`src/rtl/alu_arbiter.sv`:
```
// Two-port round-robin arbiter in front of a shared combinational RV32I ALU.
// Define ALU_ARB_FIXED_PRIO_EN to give port 0 fixed priority on a tie.
module alu_arbiter #(
    parameter int XLEN = 32,
    parameter int OPW  = 17,
    parameter int CNTW = 16
) (
    input  logic            clk,
    input  logic            rst,
    input  logic [1:0]      req_valid,
    output logic [1:0]      req_ready,
    input  logic [XLEN-1:0] req_a0,
    input  logic [XLEN-1:0] req_b0,
    input  logic [OPW-1:0]  req_op0,
    input  logic [XLEN-1:0] req_a1,
    input  logic [XLEN-1:0] req_b1,
    input  logic [OPW-1:0]  req_op1,
    output logic [1:0]      rsp_valid,
    input  logic [1:0]      rsp_ready,
    output logic [XLEN-1:0] rsp_y,
    output logic [XLEN-1:0] alu_a,
    output logic [XLEN-1:0] alu_b,
    output logic [OPW-1:0]  alu_op,
    input  logic [XLEN-1:0] alu_y,
    output logic            busy,
    output logic [CNTW-1:0] gnt_cnt0,
    output logic [CNTW-1:0] gnt_cnt1
);

    localparam logic [1:0] ST_IDLE = 2'd0;
    localparam logic [1:0] ST_EXEC = 2'd1;
    localparam logic [1:0] ST_RESP = 2'd2;

    localparam logic [CNTW-1:0] CNT_MAX = '1;

    logic [1:0]      state_q,   state_d;
    logic            rr_last_q, rr_last_d;
    logic            owner_q,   owner_d;
    logic [XLEN-1:0] a_q,       a_d;
    logic [XLEN-1:0] b_q,       b_d;
    logic [OPW-1:0]  op_q,      op_d;
    logic [XLEN-1:0] y_q,       y_d;
    logic [CNTW-1:0] cnt0_q,    cnt0_d;
    logic [CNTW-1:0] cnt1_q,    cnt1_d;

    logic grant;
    logic accept;

    // Grant is the port that would be accepted this cycle if IDLE.
    always_comb begin
        grant = 1'b0;
        if (req_valid == 2'b11) begin
`ifdef ALU_ARB_FIXED_PRIO_EN
            grant = 1'b0;
`else
            grant = ~rr_last_q;
`endif
        end else if (req_valid[1]) begin
            grant = 1'b1;
        end
    end

    // Valid/ready: a request transfers on a cycle where req_valid[n] and
    // req_ready[n] are both high; a response transfers on rsp_valid[n] and
    // rsp_ready[n]. Ready never depends on anything but valid and state.
    always_comb begin
        req_ready = 2'b00;
        if (state_q == ST_IDLE && !rst) begin
            req_ready = grant ? {req_valid[1], 1'b0} : {1'b0, req_valid[0]};
        end
    end

    assign accept = |req_ready;

    always_comb begin
        state_d   = state_q;
        rr_last_d = rr_last_q;
        owner_d   = owner_q;
        a_d       = a_q;
        b_d       = b_q;
        op_d      = op_q;
        y_d       = y_q;
        cnt0_d    = cnt0_q;
        cnt1_d    = cnt1_q;
        case (state_q)
            ST_IDLE: begin
                if (accept) begin
                    owner_d   = grant;
                    rr_last_d = grant;
                    a_d       = grant ? req_a1  : req_a0;
                    b_d       = grant ? req_b1  : req_b0;
                    op_d      = grant ? req_op1 : req_op0;
                    if (!grant && cnt0_q != CNT_MAX) begin
                        cnt0_d = cnt0_q + 1'b1;
                    end
                    if (grant && cnt1_q != CNT_MAX) begin
                        cnt1_d = cnt1_q + 1'b1;
                    end
                    state_d = ST_EXEC;
                end
            end
            ST_EXEC: begin
                y_d     = alu_y;
                state_d = ST_RESP;
            end
            ST_RESP: begin
                if (rsp_ready[owner_q]) begin
                    state_d = ST_IDLE;
                end
            end
            default: state_d = ST_IDLE;
        endcase
    end

    // Reset drops any in-flight operation; rr_last=1 lets port 0 win the first tie.
    always_ff @(posedge clk or posedge rst) begin
        if (rst) begin
            state_q   <= ST_IDLE;
            rr_last_q <= 1'b1;
            owner_q   <= 1'b0;
            a_q       <= '0;
            b_q       <= '0;
            op_q      <= '0;
            y_q       <= '0;
            cnt0_q    <= '0;
            cnt1_q    <= '0;
        end else begin
            state_q   <= state_d;
            rr_last_q <= rr_last_d;
            owner_q   <= owner_d;
            a_q       <= a_d;
            b_q       <= b_d;
            op_q      <= op_d;
            y_q       <= y_d;
            cnt0_q    <= cnt0_d;
            cnt1_q    <= cnt1_d;
        end
    end

    assign rsp_valid = (state_q == ST_RESP) ? (owner_q ? 2'b10 : 2'b01) : 2'b00;
    assign rsp_y     = y_q;
    assign alu_a     = a_q;
    assign alu_b     = b_q;
    assign alu_op    = op_q;
    assign busy      = (state_q != ST_IDLE);
    assign gnt_cnt0  = cnt0_q;
    assign gnt_cnt1  = cnt1_q;

endmodule

```
`config.mk`:
```
export PLATFORM = sky130hd
export DESIGN_NAME = alu_arbiter
export DESIGN_NICKNAME = d
export VERILOG_FILES = /design/src/rtl/alu_arbiter.sv
export SDC_FILE = /design/constraint.sdc
export NUM_CORES = 1
export LEC_CHECK = 0
export CORE_AREA = 2 2 135 137
export CTS_BUF_LIST = sky130_fd_sc_hd__clkbuf_8
export CTS_CLUSTER_DIAMETER = 60
export DETAILED_ROUTE_END_ITERATION = 12
export DIE_AREA = 0 0 137 139
export GPL_ROUTABILITY_DRIVEN = 1
export PLACE_DENSITY_LB_ADDON = 0.15
export SYNTH_ARGS = -nofsm -noshare
export SYNTH_HDL_FRONTEND = slang
export SYNTH_SLANG_ARGS = --single-unit
export TNS_END_PERCENT = 20
```
`constraint.sdc`:
```
create_clock -name clk -period 6.7 [get_ports clk]
set_input_delay 1.34 -clock clk [delete_from_list [all_inputs] [get_ports clk]]
set_output_delay 1.34 -clock clk [all_outputs]
set_load 0.01 [all_outputs]
```
### Yosys cells after proc, flatten, opt, wreduce, memory -nomap -nowiden

Cells that the tools add are included.

| storage, ports and cells | value |
|---|---|
| flip-flop bits (word level) | 149 |
| input bits | 200 |

| cells by class | value |
|---|---|
| add/subtract/negate cells | 2 |
| order comparisons | 1 |
| equality and inequality tests | 7 |
| mux-type cells | 14 |
| bitwise operators | 1 |
| reductions and logical operators | 12 |

Operator list:

| cell | count |
|---|---|
| $mux 32 | 2 |
| $add 16x1->16 const B | 2 |
| $ne 16x16->1 const B | 2 |
| $mux 17 | 1 |
| $mux 2 | 6 |
| $pmux 2 s3 | 1 |
| $reduce_and 3->1 | 2 |
| $eq 2x2->1 const B | 2 |
| $mux 1 | 4 |
| $ne 2x2->1 const B | 2 |
| $reduce_and 2->1 | 2 |
| $logic_and 1x1->1 | 3 |
| $eq 2x1->1 const B | 1 |
| $logic_not 1->1 | 2 |
| $logic_not 2->1 | 1 |
| $lt 1x2->1 const B | 1 |
| $reduce_bool 2->1 | 1 |
| $reduce_or 2->1 | 1 |
| $not 1->1 | 1 |

### Longest topological paths before layout

Gate-level depths: netlist of the first run.

| depth | value |
|---|---|
| depth in word-level cells | 7 |
| mapped depth | 6 |
| gate-level depth less buffers | 5 |

### Least setup slack after synthesis of the first run

OpenSTA, ideal clock, no wires.

| timing | value |
|---|---|
| path kind | input port to output port |
| from | in req_valid[1] |
| to | out req_ready[1] |
| arrival time | 2.003 ns |
| path slack | 3.357 ns |
| stages | 4 |
| path buffers | 1 |
| cell sequence | a21boi_1 buf_2 nand2_1 inv_1 |

| between the ends | value |
|---|---|
| word-level cells in the longest chain between the ends | 4 |
| elaborated cells on any way between the ends | 5 |
| those cells by class | 1 x eq/ne; 4 x mux |

Ends and longest elaborated chain:

| element | RTL line | RTL |
|---|---|---|
| from (decl) | 10 | `input logic [1:0] req_valid,` |
| $eq 2x2->1 / $mux 1 (equally long branches) | 52, 58 |  |
| $mux 1 | 52 | `if (req_valid == 2'b11) begin` |
| $mux 2 (*) | 69 | `req_ready = grant ? {req_valid[1], 1'b0} : {1'b0, req_valid[0]};` |
| $mux 2 (*) | 68 | `if (state_q == ST_IDLE && !rst) begin` |
| to (decl) | 11 | `output logic [1:0] req_ready,` |

Every way passes the cells marked *; elsewhere a longest branch is shown, timed or not.

### Worst setup path after layout of the first run

Same ends and word-level chain as after synthesis.

==> flow_summary_export.csv, run 1 <==
group,metric,value,unit
synthesis,ys_warn_count,0,
place,dp_worst_setup_slack,1830,ps
sta,final-setup-viol-count,0,
synthesis,synth_top_cell_area_share,55.1,%
sta,tns,0,ps
synthesis,syn_nets,794,
run_status,run_status,"complete, no violations",
routing,routed_length_per_instance,16.9,µm
clock_tree,holdBufCountCts,0,
floorplanning,boundaryPins,350,
clock_tree,cts_setup_buffers,0,
layout,layout_commonest_cell,"sky130_fd_sc_hd__clkdlybuf4s50_1",
sta,timing.fmax,207,MHz
clock_tree,total_clock_buffers_created_by_cts,17,
synthesis,synth-async-reset-ratio,100,%
sta,slew-limit-headroom,35.0,%
routing,detailedRoute.firstPassIterationCount,4,
routing,drc,0,
synthesis,synth_enable_flop_cells,0,
routing,postRouteWirelength,19.9,mm
global_routing,via_count_of_the_first_global_routing_pass,5588,
clock_tree,ctsResizeCount,0,
layout,num-nets-final,1137,
worst_setup_path,setup.worst_path.class,"primary input to primary output",
layout,register_area,0.00373,mm²
power_and_ir_drop,power.static_leakage,4.71,nW
clock_tree,tritoncts,"built",
sta,grt_setup_unrepaired,"no",
power_and_ir_drop,power.density,366,mW/mm²
clock_tree,cts-root-buf,"sky130_fd_sc_hd__clkbuf_8",
clock_tree,clock-sinks,149,
sta,max_slew.worst_pin.slew,974,ps
synthesis,yosys-top-cells-area,"sky130_fd_sc_hd__dfrtp_1 (55%), sky130_fd_sc_hd__mux2i_1 (12%), sky130_fd_sc_hd__mux2_2 (6.5%)",
place,gp_routability_congestion,0.766,
floorplanning,num_rows,49,
worst_setup_path,timing.critical_path.fanout_max,29,
sta,final.period_utilization,72.0,%
routing,vias_per_cell,4.73,
sta,setup_slack,1870,ps
synthesis,post_synth_num_cell_types,38,
layout,syn_to_final_growth,61.7,%
worst_setup_path,crit_path_start_kind,"primary input",
worst_setup_path,arrival_time_at_the_worst_endpoint,3490,ps
synthesis,synth_area_leader_cell,"sky130_fd_sc_hd__dfrtp_1",
synthesis,most_frequently_used_flop_master_after_synthesis,"sky130_fd_sc_hd__dfrtp_1",
sta,finalClockSkew,13.6,ps
clock_tree,worstSkewPairLatency,450,ps
layout,layout-drive-gt1-share,9.60,%
layout,antenna-diode-count,0,
synthesis,syn_inst,592,
sta,layout_min_cycle_time,4830,ps
clock_tree,ctsHtreeMaxLevel,4,
sta,timing.final.max_slew_violations,0,
global_routing,largest_net_degree_at_the_start_of_global_routing,107,
worst_setup_path,timing.critical_path.required,5360,ps
place,place_hpwl,15.1,mm
flow_run,cap_viol_max_count,0,
synthesis,yosysSeqAreaShare,55.5,%
global_routing,grt.total_usage,21.2,%
floorplanning,die_area,0.0190,mm²
synthesis,netlist_area,0.00672,mm²
layout,multi_input_area,0.00283,mm²
synthesis,syn_avg_cell_area,11.4,µm²
clock_tree,max-clock-path-buffers,2,
global_routing,grt_first_pass_wirelength,30.8,mm
power_and_ir_drop,totalPowerFinal,3.98,mW
floorplanning,initial_core_util,38.1,%
sta,hold_viol,0,
layout,mostFrequentLayoutCells,"sky130_fd_sc_hd__clkdlybuf4s50_1 (349), sky130_fd_sc_hd__dfrtp_1 (148), sky130_fd_sc_hd__nand2_1 (97)",
clock_tree,cts.reportedPaths.clkPinSlew,80,ps
floorplanning,chipWidth,137,µm
synthesis,ys_seq_elements,149,
global_routing,gr-total-overflow,0,
worst_hold_path,timing.hold.worst.class,"flop to flop",
place,number_of_buffer_cells_added_on_primary_ports,349,
routing,ant_nets,0,
global_routing,initial_antenna_violation_count,0,
floorplanning,core_region_area,0.0177,mm²
routing,drt_first_iter_violations,241,
layout,fillers,1501,
power_and_ir_drop,irDropWorstVdd,161,µV
routing,num_vias,5573,
worst_setup_path,crit_path_end_kind,"primary output",
floorplanning,die_h,139,µm
-- logic make-up (layout without fill, tap and decap cells) --
group	after synthesis	count (layout)	synth area share [%]
compound gates	93	93	7.52
simple gates	163	163	12.0
xor+xnor	24	24	3.13
buf+inv	40	396	2.70
mux	121	121	18.7
fa+ha+maj	2	2	0.372
flops	149	149	55.5
-- final timing paths --
kind / from / cells after the start / end / slack [ps]
setup / recovery: req_valid[1] / 6 / req_ready[1] / 1870
hold / removal: alu_a[20]$_DFFE_PP0P_ / 2 / alu_a[20]$_DFFE_PP0P_ / 480
min in group asynchronous: rst / 2 / owner_q$_DFFE_PP0P_ / 1570
max in group asynchronous: rst / 3 / alu_a[1]$_DFFE_PP0P_ / 3880
hold reg to reg: alu_a[20]$_DFFE_PP0P_ / 2 / alu_a[20]$_DFFE_PP0P_ / 480
setup reg to reg: rr_last_q$_DFFE_PP1P_ / 5 / alu_op[7]$_DFFE_PP0P_ / 4270
-- worst max-delay path: stages --
cell and delay (ps):
sky130_fd_sc_hd__clkdlybuf4s50_1 560, sky130_fd_sc_hd__a21boi_4 200, sky130_fd_sc_hd__buf_4 410, sky130_fd_sc_hd__nand2_1 330
sky130_fd_sc_hd__inv_1 110, sky130_fd_sc_hd__clkdlybuf4s50_1 530
-- stage by stage --
step	area [µm²]	hold slack [ps]	std cells	utilization [%]
2_1_floorplan	6720	444	592	-
3_3_place_gp	10400	461	1145	59.0
3_5_place_dp	10400	469	1145	59.0
4_1_cts	10900	489	1177	61.6
5_1_grt	10900	506	1177	61.6
6_report	10900	481	1177	61.6
-- final cells by class --
type                            count  share of cell area [%]
Timing Repair Buffer              355                    32.6
Inverter                            9                   0.357
Clock inverter                     14                    1.81
Tap cell                          229                    2.64
Sequential cell                   149                    34.3
Clock buffer                       18                    2.28
Multi-Input combinational cell    403                    26.1
-- flip-flops by register name, summed over array words and instances, names as in the netlist --
name,flops
rr_last_q,1
gnt_cnt0,16
gnt_cnt1,16
alu_op,17
alu_a,32
owner_q,1
state_q,2
rsp_y,32
alu_b,32
-- power by group --
group          internal [mW]  total [mW]  switching, mW
clock                  0.420       0.781          0.360
sequential              1.27        1.49          0.225
combinational          0.985        1.70          0.719
total                   2.67        3.98           1.31
-- cell usage after synthesis, types with 2 or more instances --
| cell type | number |
|---|---|
| sky130_fd_sc_hd__nor3b_1 | 3 |
| sky130_fd_sc_hd__nor2_1 | 8 |
| sky130_fd_sc_hd__xnor2_1 | 5 |
| sky130_fd_sc_hd__clkbuf_1 | 11 |
| sky130_fd_sc_hd__xor2_1 | 19 |
| sky130_fd_sc_hd__mux2i_1 | 82 |
| sky130_fd_sc_hd__nand4_2 | 2 |
| sky130_fd_sc_hd__nand3_1 | 7 |
| sky130_fd_sc_hd__nand2b_1 | 4 |
| sky130_fd_sc_hd__or2_2 | 3 |
| sky130_fd_sc_hd__nor4b_1 | 3 |
| sky130_fd_sc_hd__buf_2 | 19 |
| sky130_fd_sc_hd__o211ai_1 | 2 |
| sky130_fd_sc_hd__nand4_1 | 6 |
| sky130_fd_sc_hd__nor4_1 | 7 |
| sky130_fd_sc_hd__nand2_1 | 97 |
| sky130_fd_sc_hd__nor3_1 | 10 |
| sky130_fd_sc_hd__inv_1 | 9 |
| sky130_fd_sc_hd__dfrtp_1 | 148 |
| sky130_fd_sc_hd__o21ai_0 | 84 |
| sky130_fd_sc_hd__mux2_2 | 39 |
| sky130_fd_sc_hd__and3_1 | 4 |
| sky130_fd_sc_hd__ha_1 | 2 |
| sky130_fd_sc_hd__and4_1 | 4 |
-- layer usage --
layer	up-vias	GRT usage [%]	part of all wire (%)
met5	-	0	0
met4	0	6.67	1.7
met3	24	8.66	8.7
met2	194	36.1	51
met1	2598	24.1	38
li1	2757	-	-
No activity file was read; power rests on OpenSTA's default activity.
==> run 2: changes to the inputs <==
Clock period 6.7 ns to 4.7 ns, I/O delays scaled along.
==> run 2 against run 1 <==
Effect of this change: global-route usage hardly changed; largest cell class unchanged; clock skew is 2.1 ps higher; flip-flop and latch count did not move; die area unchanged; first-iteration DRC count up 44%; non-clock buffer count fell by 2; sequential share of layout area down 0.12 points.
==> flow_summary_export.csv, run 2 (synthesis gave the netlist of run 1 again) <==
group,metric,value,unit
routing,ant_nets,0,
clock_tree,ctsHtreeMaxLevel,4,
layout,layout-drive-gt1-share,9.41,%
sta,max_slew.worst_pin.slew,841,ps
layout,mostFrequentLayoutCells,"sky130_fd_sc_hd__clkdlybuf4s50_1 (349), sky130_fd_sc_hd__dfrtp_1 (148), sky130_fd_sc_hd__nand2_1 (97)",
routing,drc,0,
place,place_hpwl,14.5,mm
place,gp_routability_congestion,0.783,
routing,vias_per_cell,4.71,
floorplanning,die_h,139,µm
routing,drt_first_iter_violations,348,
global_routing,gr-total-overflow,0,
clock_tree,max-clock-path-buffers,2,
clock_tree,worstSkewPairLatency,450,ps
floorplanning,die_area,0.0190,mm²
worst_setup_path,crit_path_end_kind,"primary output",
sta,layout_min_cycle_time,3710,ps
power_and_ir_drop,irDropWorstVdd,257,µV
sta,final-setup-viol-count,0,
worst_setup_path,timing.critical_path.slowest_cell_delay,530,ps
routing,routed_length_per_instance,16.7,µm
floorplanning,boundaryPins,350,
global_routing,initial_antenna_violation_count,0,
layout,syn_to_final_growth,62.3,%
floorplanning,core_region_area,0.0177,mm²
worst_setup_path,arrival_time_at_the_worst_endpoint,2770,ps
sta,slew-limit-headroom,43.9,%
power_and_ir_drop,totalPowerFinal,5.71,mW
clock_tree,cts.reportedPaths.clkPinSlew,80,ps
floorplanning,initial_core_util,38.1,%
global_routing,via_count_of_the_first_global_routing_pass,5669,
clock_tree,total_clock_buffers_created_by_cts,17,
sta,grt_setup_unrepaired,"no",
routing,num_vias,5540,
sta,final.period_utilization,79.0,%
layout,layout_commonest_cell,"sky130_fd_sc_hd__clkdlybuf4s50_1",
sta,hold_viol,0,
worst_setup_path,critical_path.slowest_cell,"sky130_fd_sc_hd__clkdlybuf4s50_1",
clock_tree,ctsResizeCount,0,
sta,timing.fmax,269,MHz
worst_setup_path,timing.critical_path.fanout_max,9,
worst_setup_path,setup.worst_path.class,"primary input to primary output",
place,postPlaceCellArea,0.0104,mm²
layout,antenna-diode-count,0,
worst_setup_path,cp_common_cell,"sky130_fd_sc_hd__clkdlybuf4s50_1",
clock_tree,cts_setup_buffers,0,
layout,num-nets-final,1135,
global_routing,grt.total_usage,21.2,%
worst_hold_path,timing.hold.worst.class,"flop to flop",
floorplanning,num_rows,49,
routing,detailedRoute.firstPassIterationCount,4,
power_and_ir_drop,power.density,523,mW/mm²
place,number_of_buffer_cells_added_on_primary_ports,349,
floorplanning,chipWidth,137,µm
global_routing,grt_first_pass_wirelength,30.9,mm
worst_setup_path,timing.critical_path.required,3760,ps
routing,postRouteWirelength,19.7,mm
worst_setup_path,timing.critical_path.cells,"clkdlybuf4s50_1 -> nor3_2 -> nand2_1 -> inv_1 -> clkdlybuf4s50_1",
layout,post-route-cell-area,0.0109,mm²
power_and_ir_drop,power.static_leakage,4.72,nW
clock_tree,clock-sinks,149,
worst_setup_path,crit_path_start_kind,"primary input",
clock_tree,tritoncts,"built",
clock_tree,cts-root-buf,"sky130_fd_sc_hd__clkbuf_8",
global_routing,largest_net_degree_at_the_start_of_global_routing,164,
run_status,run_status,"complete, no violations",
sta,timing.final.max_slew_violations,0,
flow_run,cap_viol_max_count,0,
clock_tree,holdBufCountCts,0,
sta,finalClockSkew,15.7,ps
sta,tns,0,ps
run 2: cell type report:
| cell class | instances | area, µm² |
|---|---|---|
| Clock inverter | 15 | 228 |
| Clock buffer | 17 | 234 |
| Fill cell | 1506 | 6750 |
| Multi-Input combinational cell | 403 | 2830 |
| Sequential cell | 149 | 3730 |
| Inverter | 9 | 37.5 |
| Timing Repair Buffer | 353 | 3560 |
| Tap cell | 229 | 287 |
run 2: worst paths after layout:
kind / start / to / slack, ps / cells after the start
worst min register to register: alu_a[7]$_DFFE_PP0P_ / alu_a[7]$_DFFE_PP0P_ / 480 / 2
worst min-delay path: alu_a[7]$_DFFE_PP0P_ / alu_a[7]$_DFFE_PP0P_ / 480 / 2
min in group asynchronous: rst / owner_q$_DFFE_PP0P_ / 1190 / 3
worst max register to register: rr_last_q$_DFFE_PP1P_ / gnt_cnt1[15]$_DFFE_PP0P_ / 2470 / 5
max in group asynchronous: rst / alu_op[16]$_DFFE_PP0P_ / 2880 / 3
worst max-delay path: rst / req_ready[1] / 990 / 5
run 2: per-stage QoR:
stage | utilization (%) | setup slack [ps] | cells | hold WS [ps]
floorplan | - | 1890 | 592 | 444
global placement | 59.2 | 991 | 1143 | 460
detailed placement | 59.2 | 944 | 1143 | 469
CTS | 61.8 | 943 | 1175 | 487
global route | 61.8 | 809 | 1175 | 504
finish | 61.8 | 989 | 1175 | 481
run 2: worst max-delay path: cells and delay by family:
| family | cells | cell delay, ps |
|---|---|---|
| buffers and inverters | 3 | 1170 |
| and+or+nand+nor | 2 | 660 |
run 2: where the power goes:
group / switching [mW] / total, mW / internal, mW
clock network: 0.522 / 1.16 / 0.637
registers: 0.308 / 2.12 / 1.81
logic: 1.02 / 2.43 / 1.41
run 2: metal layers:
metal | vias up | global-route usage (%) | part of all wire, %
met5 | - | 0 | 0
met4 | 0 | 6.78 | 1.9
met3 | 24 | 8.08 | 8.1
met2 | 192 | 36.0 | 51
met1 | 2579 | 24.6 | 39
li1 | 2745 | - | -
==> run 3: changes to the inputs <==
Settings changed: CORE_AREA 2 2 135 137 to not set, CORE_ASPECT_RATIO set to 1.75, CORE_MARGIN set to 2, CORE_UTILIZATION set to 37, DIE_AREA 0 0 137 139 to not set.
Clock period 4.7 ns to 3.33 ns, I/O delays scaled along.
==> run 3 against run 2 <==
Effect of this change: global-route usage rose by 1.1 points; flip-flop and latch count did not move; sequential share of layout area fell by 0.11 points; critical path type unchanged.
==> flow_summary_export.csv, run 3 (synthesis gave the netlist of run 1 again) <==
group,metric,value,unit
run_status,run_status,"complete, no violations",
worst_hold_path,min-delay-start,"alu_op[6]$_DFFE_PP0P_",
sta,grt_setup_unrepaired,"no",
routing,routed_length_per_instance,17.7,µm
power_and_ir_drop,power.static_leakage,4.74,nW
routing,drc,0,
worst_setup_path,register_to_register_setup_slack,1340,ps
flow_run,cap_viol_max_count,0,
floorplanning,num_rows,65,
clock_tree,total_clock_buffers_created_by_cts,17,
power_and_ir_drop,p_comb_share,43.6,%
place,place_hpwl,16.2,mm
sta,slew-limit-headroom,59.4,%
worst_hold_path,timing.hold.worst.class,"flop to flop",
routing,ant_nets,0,
place,postPlaceCellArea,0.0105,mm²
layout,layout-drive-gt1-share,9.87,%
layout,fillers,1558,
routing,vias_per_cell,4.82,
place,number_of_buffer_cells_added_on_primary_ports,349,
routing,postRouteWirelength,21.0,mm
worst_setup_path,worst_reg_to_reg_path_cell_count,5,
clock_tree,cts_setup_buffers,0,
worst_setup_path,crit_path_end_kind,"primary output",
clock_tree,holdBufCountCts,0,
power_and_ir_drop,power_frac_seq,37.5,%
power_and_ir_drop,power.density,731,mW/mm²
clock_tree,cts-root-buf,"sky130_fd_sc_hd__clkbuf_8",
power_and_ir_drop,irDropWorstVdd,357,µV
clock_tree,clock-sinks,149,
floorplanning,boundaryPins,350,
sta,final.period_utilization,89.7,%
layout,syn_to_final_growth,62.8,%
routing,drt_first_iter_violations,167,
place,gp_routability_congestion,0.815,
clock_tree,worstSkewPairLatency,450,ps
sta,timing.fmax,335,MHz
routing,num_vias,5726,
floorplanning,chipWidth,106,µm
global_routing,gr-total-overflow,0,
clock_tree,tritoncts,"built",
worst_setup_path,reg2reg_launch_point,"gnt_cnt1[0]$_DFFE_PP0P_",
floorplanning,die_h,182,µm
worst_setup_path,startpoint,"rst",
layout,multi_input_area,0.00283,mm²
floorplanning,core_region_area,0.0179,mm²
power_and_ir_drop,p_sw_share,32.9,%
layout,post-route-cell-area,0.0109,mm²
global_routing,grt_first_pass_wirelength,32.9,mm
power_and_ir_drop,power.internal,5.37,mW
global_routing,via_count_of_the_first_global_routing_pass,6061,
worst_setup_path,crit_path_start_kind,"primary input",
global_routing,initial_antenna_violation_count,1,
worst_setup_path,timing.critical_path.required,2660,ps
layout,mostFrequentLayoutCells,"sky130_fd_sc_hd__clkdlybuf4s50_1 (349), sky130_fd_sc_hd__dfrtp_1 (148), sky130_fd_sc_hd__nand2_1 (97)",
routing,detailedRoute.firstPassIterationCount,4,
worst_setup_path,arrival_time_at_the_worst_endpoint,2320,ps
worst_setup_path,timing.critical_path.fanout_max,4,
sta,finalClockSkew,15.3,ps
layout,layout_commonest_cell,"sky130_fd_sc_hd__clkdlybuf4s50_1",
worst_setup_path,ff_to_ff_end,"gnt_cnt1[1]$_DFFE_PP0P_",
layout,finished_core_util,61.2,%
power_and_ir_drop,switchingPower,2.63,mW
floorplanning,initial_core_util,37.6,%
layout,register_area,0.00373,mm²
worst_hold_path,worst_hold_path.endpoint,"alu_op[6]$_DFFE_PP0P_",
worst_setup_path,setup.worst_path.class,"primary input to primary output",
sta,timing.final.max_slew_violations,0,
sta,tns,0,ps
layout,num-nets-final,1142,
floorplanning,die_area,0.0193,mm²
clock_tree,cts.reportedPaths.clkPinSlew,80,ps
clock_tree,ctsHtreeMaxLevel,4,
sta,hold_viol,0,
sta,layout_min_cycle_time,2990,ps
sta,max_slew.worst_pin.slew,609,ps
worst_hold_path,worst_hold_path.num_cells,2,
clock_tree,ctsResizeCount,0,
power_and_ir_drop,clock_power_share,18.9,%
clock_tree,max-clock-path-buffers,2,
global_routing,grt.total_usage,22.3,%
global_routing,largest_net_degree_at_the_start_of_global_routing,83,
sta,final-setup-viol-count,0,
-- run 3: cell count changes in the layout (fill, tap and decap cells not counted), sizes merged --
cell / before / now
buf: 4 / 11
bufinv: 5 / 4
clkinv: 5 / 6
clkinvlp: 3 / 4
diode: 0 / 1
inv: 11 / 9
-- run 3: per-layer routing --
layer | share of wire, % | vias up | track usage [%]
met5 | 0 | - | 0
met4 | 3.0 | 0 | 9.58
met3 | 7.6 | 31 | 7.36
met2 | 55 | 233 | 41.4
met1 | 34 | 2697 | 22.5
li1 | - | 2765 | -
-- run 3: cell type report --
class                   instances  area share, %
flip-flops and latches        149           34.1
repair buffers                360           33.1
multi-input cells             403           25.9
well taps                     234           2.68
clock buffers                  17           2.14
clock inverters                14           1.72
inverters                       9          0.343
diodes                          1         0.0229
-- run 3: critical path, cell delays in order --
cell and delay (ps):
sky130_fd_sc_hd__clkdlybuf4s50_1 520, sky130_fd_sc_hd__nor4b_4 350, sky130_fd_sc_hd__nand2_1 110, sky130_fd_sc_hd__inv_1 120
sky130_fd_sc_hd__clkdlybuf4s50_1 550
-- run 3: stage by stage --
| step | hold slack [ps] | total power, mW | instances | worst slack, ps |
|---|---|---|---|---|
| after floorplan | 444 | 4.39 | 592 | 790 |
| after detailed placement | 469 | 6.57 | 1155 | 351 |
| after global placement | 459 | 6.53 | 1155 | 359 |
| after global routing | 508 | 8.51 | 1187 | 221 |
| after CTS | 487 | 8.13 | 1186 | 338 |
| final | 482 | 8.00 | 1187 | 344 |
-- run 3: worst max-delay path by stage --
stage / cells past startpoint / slack (ps) / end
4_1_cts: 5 / 340 / req_ready[0]
2_1_floorplan: 1 / 790 / alu_a[0]$_DFFE_PP0P_
6_report: 5 / 340 / req_ready[0]
3_3_place_gp: 5 / 360 / req_ready[0]
5_1_grt: 5 / 220 / req_ready[0]
3_5_place_dp: 5 / 350 / req_ready[0]
-- run 3: power by group through the flow --
stage / Clock [mW] / Combinational [mW] / Sequential [mW]
after floorplan: 0 / 1.06 / 3.33
after global placement: 0 / 3.52 / 3.00
after detailed placement: 0 / 3.54 / 3.04
after CTS: 1.57 / 3.55 / 3.01
after global routing: 1.63 / 3.77 / 3.11
final: 1.51 / 3.49 / 3.00
